## config.mk

```make
export PLATFORM = sky130hd
export DESIGN_NAME = branch_predictor
export DESIGN_NICKNAME = d
export VERILOG_FILES = /design/src/rtl/branch_predictor.sv
export SDC_FILE = /design/constraint.sdc
export NUM_CORES = 1
export LEC_CHECK = 0
export CAP_MARGIN = 20
export CORE_UTILIZATION = 45
export CTS_CLUSTER_DIAMETER = 60
export CTS_CLUSTER_SIZE = 14
export DETAILED_ROUTE_END_ITERATION = 10
export PLACE_DENSITY = 0.66
export RECOVER_POWER = 100
export SLEW_MARGIN = 30
export SYNTH_ARGS = -nofsm -noshare
export SYNTH_HDL_FRONTEND = slang
export SYNTH_SLANG_ARGS = --single-unit
```

## constraint.sdc

```tcl
create_clock -name clk -period 8.6 [get_ports clk]
set_input_delay 0.86 -clock clk [delete_from_list [all_inputs] [get_ports clk]]
set_output_delay 0.86 -clock clk [all_outputs]
set_load 0.01 [all_outputs]
```

## src/rtl/branch_predictor.sv

```systemverilog
// Direct-mapped BTB with 2-bit direction counters; IF lookup, ID training, registered redirect.
// Lookup is combinational (0 cycles); the mispredict/redirect output is registered (1 cycle after update).
// No backpressure: one lookup and one update are accepted every cycle. Optional macro GSHARE_EN enables gshare counter indexing.
module branch_predictor #(
   parameter int ADDR_WIDTH = 32,
   parameter int DEPTH      = 16
) (
   input  logic                  clk,
   input  logic                  rst,
   input  logic [ADDR_WIDTH-1:0] lookup_pc,
   output logic                  pred_taken,
   output logic [ADDR_WIDTH-1:0] pred_target,
   input  logic                  update_valid,
   input  logic [ADDR_WIDTH-1:0] update_pc,
   input  logic                  update_taken,
   input  logic [ADDR_WIDTH-1:0] update_target,
   input  logic                  update_pred_taken,
   input  logic [ADDR_WIDTH-1:0] update_pred_target,
   output logic                  mispredict_flag,
   output logic [ADDR_WIDTH-1:0] redirect_addr
);

   localparam int INDEX_BITS = $clog2(DEPTH);
   localparam int TAG_W      = ADDR_WIDTH - INDEX_BITS - 2;

   typedef logic [INDEX_BITS-1:0] idx_t;
   typedef logic [TAG_W-1:0]      tag_t;

   // BTB entry fields; counters are a separate array so gshare can index them differently
   logic                  valid_q  [DEPTH];
   tag_t                  tag_q    [DEPTH];
   logic [ADDR_WIDTH-1:0] target_q [DEPTH];
   logic [1:0]            ctr_q    [DEPTH];

   idx_t       l_idx, l_cidx, u_idx, u_cidx;
   tag_t       l_tag, u_tag;
   logic       l_hit, u_hit, u_mis;
   logic [1:0] ctr_cur, ctr_upd;

   // Instruction alignment bits of the fetch PC carry no information for the table
   logic unused_align;
   assign unused_align = ^lookup_pc[1:0];

   assign l_idx = lookup_pc[INDEX_BITS+1:2];
   assign l_tag = lookup_pc[ADDR_WIDTH-1:INDEX_BITS+2];
   assign u_idx = update_pc[INDEX_BITS+1:2];
   assign u_tag = update_pc[ADDR_WIDTH-1:INDEX_BITS+2];

`ifdef GSHARE_EN
   logic [INDEX_BITS-1:0] ghr;

   assign l_cidx = l_idx ^ ghr;
   assign u_cidx = u_idx ^ ghr;

   // Global history: shift in each resolved direction; the update in the same cycle uses the old value
   always_ff @(posedge clk) begin
      if (rst) begin
         ghr <= '0;
      end else if (update_valid) begin
         ghr <= {ghr[INDEX_BITS-2:0], update_taken};
      end
   end
`else
   assign l_cidx = l_idx;
   assign u_cidx = u_idx;
`endif

   // Lookup reads registered state only, so a same-cycle update is never bypassed
   always_comb begin
      l_hit       = valid_q[l_idx] && (tag_q[l_idx] == l_tag);
      pred_taken  = l_hit && ctr_q[l_cidx][1];
      pred_target = pred_taken ? target_q[l_idx] : '0;
   end

   // Resolution: hit detection, mispredict condition and saturating counter step
   always_comb begin
      u_hit   = valid_q[u_idx] && (tag_q[u_idx] == u_tag);
      u_mis   = (update_taken != update_pred_taken) ||
                (update_taken && (update_target != update_pred_target));
      ctr_cur = ctr_q[u_cidx];
      ctr_upd = ctr_cur;
      if (update_taken) begin
         if (ctr_cur != 2'b11) ctr_upd = ctr_cur + 2'b01;
      end else begin
         if (ctr_cur != 2'b00) ctr_upd = ctr_cur - 2'b01;
      end
   end

   // Table training; reset wins over a concurrent update so the clearing edge writes nothing
   always_ff @(posedge clk) begin
      if (rst) begin
         for (int i = 0; i < DEPTH; i++) begin
            valid_q[i] <= 1'b0;
            ctr_q[i]   <= 2'b01;
         end
      end else if (update_valid) begin
         if (u_hit) begin
            ctr_q[u_cidx] <= ctr_upd;
            if (update_taken) target_q[u_idx] <= update_target;
         end else if (update_taken) begin
            valid_q[u_idx]  <= 1'b1;
            tag_q[u_idx]    <= u_tag;
            target_q[u_idx] <= update_target;
            ctr_q[u_cidx]   <= 2'b10;
         end
      end
   end

   // Registered redirect; the address only moves on a mispredict so it holds otherwise
   always_ff @(posedge clk) begin
      if (rst) begin
         mispredict_flag <= 1'b0;
         redirect_addr   <= '0;
      end else begin
         mispredict_flag <= update_valid && u_mis;
         if (update_valid && u_mis) begin
            redirect_addr <= update_taken ? update_target : update_pc + ADDR_WIDTH'(4);
         end
      end
   end

endmodule

```

==> out/metrics.yaml <==
final_layout:
  finalNetCount: 2675
  finalNonFillerCells: 3888
  final_common_cell: "edfxtp_1"
  drive_gt1_share_pct: 23.5
  final_cell_mix: "edfxtp_1 (960), mux4_2 (369), dlygate4sd3_1 (119), mux2i_1 (115), clkbuf_16 (93)"
  area_growth_pct: 14.5
setup_path:
  cpMaxStageDelayCell: "clkbuf_1"
  worst-path-stages: 12
  cp.required_ns: 8.91
  arrival_ns: 7.56
  critPathTopFamily: "buffers and inverters"
  cp_num_buf_inv: 3
  crit_path_max_fanout: 45
  reg2regPathDepth: 10
  cp-end-kind: "flip-flop"
  path_class: "input port to flip-flop"
  crit_path_start_kind: "input port"
  cpPeakStageDelay_ns: 2.16
  cp_cell_sequence: "buf_8 > clkbuf_1 > mux4_2 > nand2_1 > o21ai_0 > a32o_1 > nor3b_1 > and4_1 > nand4_1 > nand2_1 > nor2_4 > clkbuf_1"
clock_tree:
  path_clk_slew_ns: 0.07
  clk-insertion-delay-late_ns: 0.69
  tritoncts: "yes"
  cts-buffers-inserted: 90
  postCtsSetupBuffers: 0
  post_cts_resized: 0
  clock_path_buffers: 3
  htree_levels: 3
  cts_root_buffer: "clkbuf_16"
  postCtsHoldBufs: 0
  clock_sinks: 1009
grt:
  grt_pass1_vias: 24700
  grtUsageTotal_pct: 24.5
  antenna_found_initial: 14
  gr-total-overflow: 0
  grt_pass1_wl_um: 174000
  grt_max_degree: 84
pwr:
  p_comb_share_pct: 8.0
  p_seq_share_pct: 53.0
  pwr-share-clk_pct: 38.9
  ir_drop_uv: 164
  p_leak_uw: 0.0163
  finalPower_uw: 10300
  p_switching_uw: 2320
  p_int_uw: 7950
  swShare_pct: 22.6
  powerDensity_nw_per_um2: 202
outcome:
  violations: "max-capacitance violations, max-slew violations"
  outcome: "finished, violations left"
run:
  drv_cap: 17
synthesis:
  synth.top_cell.area_share_pct: 65.0
  synth_fp_nets: 2448
  ys_async_sr_fraction_pct: 0
  synthTopCellsByArea: "edfxtp_1 (65%), mux4_2 (19%), mux2i_1 (2.6%), dfxtp_1 (2.2%), xnor2_1 (1.1%)"
  synth-seq-cells: 1009
  synthCells: 2311
  synth_area_per_cell_um2: 19.2
  synth_edf_count: 960
  synthFlopType: "edfxtp_1"
  synth_area_leader_cell: "edfxtp_1"
  synth-seq-area-share_pct: 67.2
  synth_warnings: 0
  ys_types: 66
  netlist_area_um2: 44400
die:
  die_h_um: 316
  start_util_pct: 45.7
  fp.coreArea_um2: 97100
  io_pins: 199
  rows: 114
  fp.dieArea_um2: 99900
  die-width_um: 316
sta:
  setup_viol: 0
  rsz0062_at_grt: "false"
  slew_viol_final: 568
  finClkSkew_ns: 0.0319
  tightest_slew_ns: 3.15
  maxClockFrequency_mhz: 138
  hold_viol: 0
  min_period_ns: 7.25
  slew_headroom_pct: -110
  finalSetupTns_ns: 0
  finalCritPeriodShare_pct: 84.3
route:
  drt_iter0_markers: 2995
  drc: 0
  drtAntennaViolNets: 0
  drt-wirelength-per-cell_um: 31.1
  via_per_inst: 6.30
  vias: 24500
  drt-total-wl_um: 121000
  dr.pass1.iters: 6
placed_design:
  hpwl_um: 70900
  io_buffers: 196
  placedCellCount: 3718
  gp_congestion: 0.854
worst_hold_path:
  timing.hold.worst_path_depth: 2
  hold_path.class: "flip-flop to flip-flop"
[metrics by stage]
step | util, % | hold WS (ns) | setup slack (ns) | instance area [um2]
2_1_floorplan | - | 0.455 | 3.61 | 44400
3_3_place_gp | 49.4 | 0.474 | 2.25 | 48000
3_5_place_dp | 49.4 | 0.480 | 2.28 | 48000
4_1_cts | 52.4 | 0.491 | 2.26 | 50900
5_1_grt | 52.3 | 0.515 | 1.10 | 50800
6_report | 52.3 | 0.493 | 1.35 | 50800
[cells in the mapped netlist, types with 5 or more instances]
cell type  number
edfxtp_1      960
mux4_2        369
mux2i_1       115
nand2_1        90
clkbuf_1       84
nor2_1         77
xnor2_1        57
xor2_1         57
dfxtp_1        49
o21ai_0        44
nor2b_1        42
buf_1          33
a22oi_1        29
inv_1          28
and3_1         26
nand3_1        25
nand4_1        20
a31o_2         14
o22ai_1        14
nor4_1         12
a21oi_1        11
buf_2          11
buf_6          11
nor3_1         11
o211ai_1       10
o21bai_2       10
mux4_1          9
buf_4           8
a22o_1          7
a221oi_1        6
nand2b_1        6
a211oi_1        5
[per-layer routing]
layer,track usage (%),up-vias,share of wire [%]
li1,-,10000,-
met5,0,-,0.051
met4,7.36,10,2.8
met2,39.3,1213,48
met1,34.1,13000,40
met3,5.01,210,9.4
[worst register-to-register path, delay by kind of cell, from the launching register on]
family	cells	cell delay, ns
DFF	1	0.38
buffers and inverters	1	0.59
and+or+nand+nor	5	2.19
muxes	1	0.51
xor gates and xnor gates	1	0.26
AOI/OAI and AO/OA	2	0.52
[registers in the layout, summed over array words and instances, names as in the netlist]
| signal | count |
|---|---|
| ctr_q | 32 |
| mispredict_flag | 1 |
| redirect_addr | 32 |
| tag_q | 416 |
| target_q | 512 |
| valid_q | 16 |
[power by group through the flow]
stage          Sequential, uW  Combinational, uW  Clock [uW]
6_report                 5450                824        4000
5_1_grt                  5450                873        4250
4_1_cts                  5450                838        4060
3_5_place_dp             5560                834           0
3_3_place_gp             5550                819           0
2_1_floorplan            5550                481           0
[final timing paths]
path                                        start           endpoint  slack [ns]
worst min register to register  redirect_addr[25]  redirect_addr[25]        0.49
worst max-delay path                 update_pc[2]        tag_q[5][3]        1.35
worst max register to register        tag_q[5][0]        tag_q[5][3]        3.79
worst min-delay path            redirect_addr[25]  redirect_addr[25]        0.49
[layout make-up]
type / instances / area [um2]
diodes: 4 / 10.0
clock buffers: 135 / 2500
clock inverters: 27 / 370
fillers: 7651 / 46300
inverters: 29 / 109
multi-input cells: 1123 / 13800
flip-flops and latches: 1009 / 29800
well taps: 1276 / 1600
repair buffers: 285 / 2590
[cell families after synthesis]
| kind of cell | Yosys count | share of synthesized area [%] |
|---|---|---|
| buf+inv | 179 | 1.88 |
| xor+xnor | 114 | 2.25 |
| flops | 1009 | 67.2 |
| mux | 496 | 21.9 |
| fa+ha+maj | 4 | 0.113 |
| simple gates | 329 | 3.69 |
| compound gates | 180 | 2.97 |
(Power assumes the default switching activity.)
